### config.mk
export PLATFORM = sky130hd
export DESIGN_NAME = block_word_feeder_flat
export DESIGN_NICKNAME = d
export VERILOG_FILES = /design/src/rtl/block_word_feeder_if.sv /design/src/rtl/block_word_feeder.sv /design/src/flat_wrapper.sv
export SDC_FILE = /design/constraint.sdc
export NUM_CORES = 1
export LEC_CHECK = 0
export CAP_MARGIN = 20
export CELL_PAD_IN_SITES_DETAIL_PLACEMENT = 0
export CELL_PAD_IN_SITES_GLOBAL_PLACEMENT = 1
export CORE_ASPECT_RATIO = 0.75
export CORE_MARGIN = 3
export CORE_UTILIZATION = 29
export CTS_CLUSTER_SIZE = 16
export DETAILED_ROUTE_END_ITERATION = 7
export GPL_ROUTABILITY_DRIVEN = 0
export MAX_ROUTING_LAYER = met4
export PLACE_DENSITY_LB_ADDON = 0.1
export SLEW_MARGIN = 20
export SYNTH_ARGS = -nofsm -noshare
export SYNTH_HDL_FRONTEND = slang
export SYNTH_SLANG_ARGS = --single-unit
### constraint.sdc
create_clock -name clk -period 3 [get_ports clk]
set_input_delay 0.6 -clock clk [delete_from_list [all_inputs] [get_ports clk]]
set_output_delay 0.6 -clock clk [all_outputs]
set_load 0.005 [all_outputs]
### src/rtl/block_word_feeder_if.sv
// ============================================================================
//  Module  : block_word_feeder_if
//  Brief   : Handshake and word-stream bundle for block_word_feeder.
//  Revision: 1.0
// ============================================================================
`default_nettype none

interface block_word_feeder_if #(
  parameter int WORD_W = 32,
  parameter int WORDS  = 4
);
  localparam int IDX_W = (WORDS > 1) ? $clog2(WORDS) : 1;

  logic [WORDS*WORD_W-1:0] in_block;
  logic                    in_valid;
  logic                    in_ready;
  logic                    hold;
  logic [WORD_W-1:0]       word_out;
  logic                    set;
  logic [IDX_W-1:0]        word_idx;
  logic                    matrix_valid;
  logic                    busy;

  modport master (
    output in_block, in_valid, hold,
    input  in_ready, word_out, set, word_idx, matrix_valid, busy
  );

  modport slave (
    input  in_block, in_valid, hold,
    output in_ready, word_out, set, word_idx, matrix_valid, busy
  );
endinterface

`default_nettype wire

### src/rtl/block_word_feeder.sv
// ============================================================================
//  Module  : block_word_feeder
//  Brief   : Latches a block on handshake and streams it word 0 first with a
//            set strobe; optional abort input under FEEDER_ABORT_EN.
//  Revision: 1.0
// ============================================================================
`default_nettype none

module block_word_feeder #(
  parameter int WORD_W = 32,
  parameter int WORDS  = 4
) (
  input  logic                 clk,
  input  logic                 rst_n,
`ifdef FEEDER_ABORT_EN
  input  logic                 abort,
`endif
  block_word_feeder_if.slave   bus
);

  localparam int                 IDX_W    = (WORDS > 1) ? $clog2(WORDS) : 1;
  localparam logic [IDX_W-1:0]   LAST_IDX = IDX_W'(WORDS - 1);

  typedef enum logic [1:0] {
    ST_IDLE = 2'd0,
    ST_FEED = 2'd1,
    ST_DONE = 2'd2
  } state_t;

  state_t            r_state;
  state_t            w_state_nxt;
  logic [IDX_W-1:0]  r_idx;
  logic [IDX_W-1:0]  w_idx_nxt;
  logic [WORD_W-1:0] r_blk [WORDS];
  logic              w_load;
  logic              w_abort;
  logic              w_in_ready;
  logic              w_set;
  logic              w_busy;

`ifdef FEEDER_ABORT_EN
  assign w_abort = abort;
`else
  assign w_abort = 1'b0;
`endif

  always_ff @(posedge clk or negedge rst_n) begin
    if (!rst_n) begin
      r_state <= ST_IDLE;
      r_idx   <= '0;
    end else begin
      r_state <= w_state_nxt;
      r_idx   <= w_idx_nxt;
    end
  end

  // Block register only moves on an accepted handshake.
  always_ff @(posedge clk or negedge rst_n) begin
    if (!rst_n) begin
      for (int k = 0; k < WORDS; k++) r_blk[k] <= '0;
    end else if (w_load) begin
      for (int k = 0; k < WORDS; k++) r_blk[k] <= bus.in_block[k*WORD_W +: WORD_W];
    end
  end

  always_comb begin
    w_state_nxt = r_state;
    w_idx_nxt   = r_idx;
    w_load      = 1'b0;
    w_in_ready  = 1'b0;
    w_set       = 1'b0;
    w_busy      = 1'b0;
    unique case (r_state)
      ST_IDLE, ST_DONE: begin
        w_in_ready  = 1'b1;
        w_state_nxt = ST_IDLE;
        if (bus.in_valid) begin
          w_load      = 1'b1;
          w_idx_nxt   = '0;
          w_state_nxt = ST_FEED;
        end
      end
      ST_FEED: begin
        w_busy = 1'b1;
        if (w_abort) begin
          w_idx_nxt   = '0;
          w_state_nxt = ST_IDLE;
        end else if (!bus.hold) begin
          w_set = 1'b1;
          if (r_idx == LAST_IDX) begin
            w_idx_nxt   = '0;
            w_state_nxt = ST_DONE;
          end else begin
            w_idx_nxt   = r_idx + 1'b1;
          end
        end
      end
      default: begin
        w_idx_nxt   = '0;
        w_state_nxt = ST_IDLE;
      end
    endcase
  end

  assign bus.in_ready     = w_in_ready;
  assign bus.set          = w_set;
  assign bus.busy         = w_busy;
  assign bus.word_idx     = r_idx;
  assign bus.word_out     = r_blk[r_idx];
  assign bus.matrix_valid = (r_state == ST_DONE);

endmodule

`default_nettype wire

### src/flat_wrapper.sv
// flat-port wrapper written by rule: the top's interface ports become plain ports
module block_word_feeder_flat 
#(
  parameter int WORD_W = 32,
  parameter int WORDS  = 4
)
  (clk, rst_n, bus_in_block, bus_in_valid, bus_hold, bus_in_ready, bus_word_out, bus_set, bus_word_idx, bus_matrix_valid, bus_busy);
  block_word_feeder_if #(.WORD_W(WORD_W), .WORDS(WORDS)) bus_i ();
  input  logic clk;
  input  logic rst_n;
  input wire logic [$bits(bus_i.in_block)-1:0] bus_in_block;
  input wire logic [$bits(bus_i.in_valid)-1:0] bus_in_valid;
  input wire logic [$bits(bus_i.hold)-1:0] bus_hold;
  output wire logic [$bits(bus_i.in_ready)-1:0] bus_in_ready;
  output wire logic [$bits(bus_i.word_out)-1:0] bus_word_out;
  output wire logic [$bits(bus_i.set)-1:0] bus_set;
  output wire logic [$bits(bus_i.word_idx)-1:0] bus_word_idx;
  output wire logic [$bits(bus_i.matrix_valid)-1:0] bus_matrix_valid;
  output wire logic [$bits(bus_i.busy)-1:0] bus_busy;
  assign bus_i.in_block = bus_in_block;
  assign bus_i.in_valid = bus_in_valid;
  assign bus_i.hold = bus_hold;
  assign bus_in_ready = bus_i.in_ready;
  assign bus_word_out = bus_i.word_out;
  assign bus_set = bus_i.set;
  assign bus_word_idx = bus_i.word_idx;
  assign bus_matrix_valid = bus_i.matrix_valid;
  assign bus_busy = bus_i.busy;
  block_word_feeder #(.WORD_W(WORD_W), .WORDS(WORDS)) u_core (.clk(clk), .rst_n(rst_n), .bus(bus_i));
endmodule
---- After elaboration in Yosys (flattened, before gate mapping) ----
Index checks and enable logic that the tools add are counted.
word-level totals
  register bits after elaboration ......... 132
  bits of input ports ..................... 132
cells by class
  add/subtract/negate cells ............... 1
  order comparisons ....................... 1
  equality and inequality tests ........... 6
  mux-type cells .......................... 17
  bitwise operators ....................... 1
  reductions and logical operators ........ 4
operators with widths
  operator                                                                 number
  32-bit binary-select mux with 2-bit select                               1
  32-bit 2-to-1 mux                                                        2
  2-bit 2-to-1 mux                                                         5
  2-bit one-hot mux with 2 select lines                                    2
  1-bit 2-to-1 mux                                                         7
  2-bit == test, second input constant                                     2
  2-bit inequality test, second input constant                             2
  2-bit AND reduction                                                      2
  3-bit greater-or-equal comparator, second input constant                 1
  2-bit inverter with 3-bit output                                         1
  2-bit by 1-bit adder with 2-bit output, second input constant            1
  2-bit by 1-bit == test with 1-bit output, second input constant          1
  2-bit logical NOT                                                        1
  2-bit by 1-bit inequality test with 1-bit output, second input constant  1
  2-bit OR reduction                                                       1

---- Longest topological paths before layout ----
  depth in word-level cells ............... 4
  depth in mapped cells ................... 4

---- Worst setup path after synthesis ----
Ideal clock, no wire load.
  path type ............................... reg-to-output
  start point ............................. register u_core.r_idx[0] (netlist: u_core.bus.word_idx[0])
  end point ............................... output bus_word_out[0]
  arrival ................................. 1.293 ns
  required time ........................... 2.400 ns
  slack ................................... 1.107 ns
  cell stages (with the launch flop) ...... 4
  buffers on the path ..................... 2
  path through ............................ dfrtp_1 -> buf_2 -> buf_6 -> mux4_2
on the way
  word-level cells in the longest chain between the ends .. 4
RTL lines
  item                                                    line                      RTL
  start, declared                                         block_word_feeder.sv:32   logic [IDX_W-1:0] r_idx;
  start signal, assigned                                  block_word_feeder.sv:53   r_idx <= w_idx_nxt;
  2-bit inverter with 3-bit output (not written as such)  block_word_feeder.sv:109  assign bus.word_out = r_blk[r_idx];
  32-bit binary-select mux with 2-bit select              block_word_feeder.sv:109
  32-bit 2-to-1 mux (not written as such) (2 in a row)    block_word_feeder.sv:109
  end, declared                                           flat_wrapper.sv:15        output wire logic [$bits(bus_i.word_out)-1:0] bus_word_out;
Every way passes these cells. The select of a mux whose other input is x is not followed.

---- Final worst setup path ----
  start point ............................. register u_core.r_idx[0] (netlist: u_core.bus.word_idx[0])
  end point ............................... output bus_word_out[24]
The elaborated chain is that of the path after synthesis.

==> results by group <==
Run status
  • Status: complete, no violations

Die
  • Starting Density: 0.3035
  • Chip width: 168.8 um
  • Placeable Area: 18990 um2
  • Row cnt: 43
  • I/O pin cnt: 170
  • Die height: 128.1 um
  • Die ar.: 21620 um2

Timing
  • Tcrit/Tclk final: 0.9356
  • Final setup violation count: 0
  • Slew headroom: 0.5320
  • WHS: 202.3 ps
  • Final worst slack: 193.3 ps
  • Minimum clock period: 2807 ps
  • Setup Skew: 11.21 ps
  • Slew Limit Fails: 0
  • F_max: 0.3563 GHz
  • Setup tns final: 0 ps
  • Unrepaired setup endpoints after global routing: no
  • Worst slew pin tran: 701.9 ps
  • Hold Fails Final Rpt: 0

Setup path
  • CP top delay family: buffers and inverters
  • Slowest stage cell, crit path: mux4_2
  • CP arrival: 2210 ps
  • Critical path buffers and inverters: 2
  • Setup CP Type: reg -> out
  • CP max stage delay: 560 ps
  • Critical path peak fanout: 19
  • CP endpoint kind: primary output
  • R2R depth: 3
  • CP Launch Type: register
  • CP Depth: 3
  • Worst-path cell chain: buf_4, mux4_2, clkdlybuf4s50_1
  • Worst Path Required: 2400 ps

Route
  • Total wire length: 13.57 mm
  • DR iter-0 viols: 154
  • 1st-pass router iterations: 4
  • DR WL/cell: 17.60 um
  • Via count: 3472
  • DRC Markers: 0
  • Post-DRT Antenna Nets: 0
  • Vias per inst: 4.503

Min path
  • HP Class: in -> async

Synthesis
  • Mapped Avg Cell Area: 17.57 um2
  • Yosys reg bits: 132
  • Post-synth cell types: 18
  • Seq/Total Area, Yosys: 0.5730
  • Synthesized area: 5764 um2
  • Ys Warns: 0
  • Syn nets: 461
  • Post-synthesis cell count: 328

Clock network
  • CTS Root Cell: clkbuf_16
  • Clock tree buffer depth: 2
  • Htree depth: 4
  • TritonCTS clock tree: done
  • Reg clk slew, reported paths: 60 ps
  • Num CTS Buffers: 17
  • # Post-CTS Setup Buffers: 0
  • Clk_lat worst skew: 410 ps
  • Clock sink total: 132
  • CTS Hold Bufs: 0
  • CTS resizes: 0

Place
  • Port Buffers: 169
  • Place WS: 585.8 ps
  • Post-DP HPWL: 9.706 mm
  • Cells after DPL: 738

Global routing
  • Vias in the first global route: 3939
  • Global-route wire length before repair: 21.86 mm
  • Initial antenna violation count: 1
  • Total global-route track usage: 0.1360
  • GRT Residual Overflow: 0
  • Maximum number of pins on one net before global-route repair: 74

Final layout
  • # fillers: 1679
  • Non-Filler Instances: 771
  • Share of cells above drive strength 1: 0.2122
  • Layout Nets: 643
  • Layout Area Growth over Synthesis: 46.34%

Pwr
  • Pleak: 0.003402 uW
  • Peak VDD IR: 0.4431 mV
  • Total power: 8641 uW
  • PD cells: 1024 nW/um2

Run
  • MaxCap Viol Count: 0
cell families (layout without fill, tap and decap cells):
group / count (synthesis) / count (layout) / share of synthesized area
flip-flops: 132 / 132 / 0.5730
AO/OA/AOI/OAI: 4 / 4 / 0.005862
other: 0 / 1 / 0
buffers and inverters: 24 / 219 / 0.03690
AND/OR/NAND/NOR: 7 / 7 / 0.006946
adder cells (fa/ha/maj): 1 / 1 / 0.002170
multiplexers: 160 / 160 / 0.3751
power by group:
part	switching [uW]	leakage (uW)	internal [uW]	total (uW)
registers	406	0.00156	2690	3090
logic	1070	0.00152	2180	3250
clock network	781	0.000323	1520	2300
cells in the mapped netlist:
| cell | number | area (um2) |
|---|---|---|
| mux2_2 | 27 | 304.0 |
| buf_2 | 5 | 25.02 |
| ha_1 | 1 | 12.51 |
| nor2_1 | 2 | 7.510 |
| a22o_1 | 2 | 17.52 |
| o2bb2ai_1 | 1 | 8.760 |
| mux4_2 | 32 | 720.7 |
| a21o_1 | 1 | 7.510 |
| clkbuf_1 | 1 | 3.750 |
| nor2b_1 | 1 | 6.260 |
| nor2b_2 | 1 | 8.760 |
| nor3_1 | 1 | 5.000 |
| buf_6 | 15 | 168.9 |
| buf_4 | 1 | 7.510 |
| dfrtp_1 | 132 | 3303 |
| inv_1 | 2 | 7.510 |
| nand2b_1 | 2 | 12.51 |
| mux2_1 | 101 | 1137 |
worst register-to-register path: stages (launching register included):
cell	delay (ps)
dfrtp_1	440
nor2b_4	510
buf_12	270
mux2_2	360
cell usage in the layout, fill, tap and decap left out:
cell type and n:
mux4_2 32, buf_4 9, buf_6 1, clkinvlp_4 1, dfrtp_1 130, nor2b_4 1
o2bb2ai_1 1, nand2b_1 2, inv_1 2, clkinv_2 4, mux2_1 101, clkbuf_16 17
clkinv_4 2, dfrtp_2 2, inv_6 1, clkbuf_8 2, diode_2 1, buf_12 7
nor2_1 2, ha_1 1, a21o_1 1, nor3_1 1, a22o_1 2, mux2_2 27
nor2b_1 1, bufinv_16 5, clkdlybuf4s50_1 168
path summary, 6_finish.rpt:
path | start | endpoint | slack [ps]
max | u_core.bus.word_idx[0] | bus_word_out[24] | 190
min | rst_n | u_core.r_blk[116] | 200
max in group asynchronous | rst_n | u_core.r_blk[42] | 1920
min reg2reg | u_core.r_blk[50] | u_core.r_blk[50] | 480
max reg2reg | u_core.r_state[0] | u_core.r_blk[94] | 1290
min in group clk | u_core.r_blk[50] | u_core.r_blk[50] | 480
sequential cells by signal (all words and copies together), names as in the netlist:
name / count
u_core.r_state: 2
u_core.bus.word_idx: 2
u_core.r_blk: 128
metrics by stage:
step                utilization  instance area [um2]
detailed placement       0.4094                 7776
CTS                      0.4440                 8433
floorplan                     -                 5764
global placement         0.4094                 7776
global route             0.4442                 8436
finish                   0.4442                 8436
metal layers:
metal,global-route usage,wire [um],vias up,part of all wire
li1,-,-,1595,-
met1,0.1806,6426,1759,0.47
met5,-,0,-,0
met4,0.03704,167,0,0.012
met2,0.1941,5887,106,0.43
met3,0.05425,1091,12,0.080
layout make-up:
cell class,count,area (um2),share of cell area
flip-flops and latches,132,3306,0.3919
multi-input cells,172,2253,0.2671
repair buffers,185,1901,0.2253
clock buffers,19,452.9,0.05369
well taps,247,309.0,0.03664
clock inverters,13,203.9,0.02418
inverters,2,7.507,0.0008899
diodes,1,2.502,0.0002966
No activity file was read; power rests on OpenSTA's default activity.
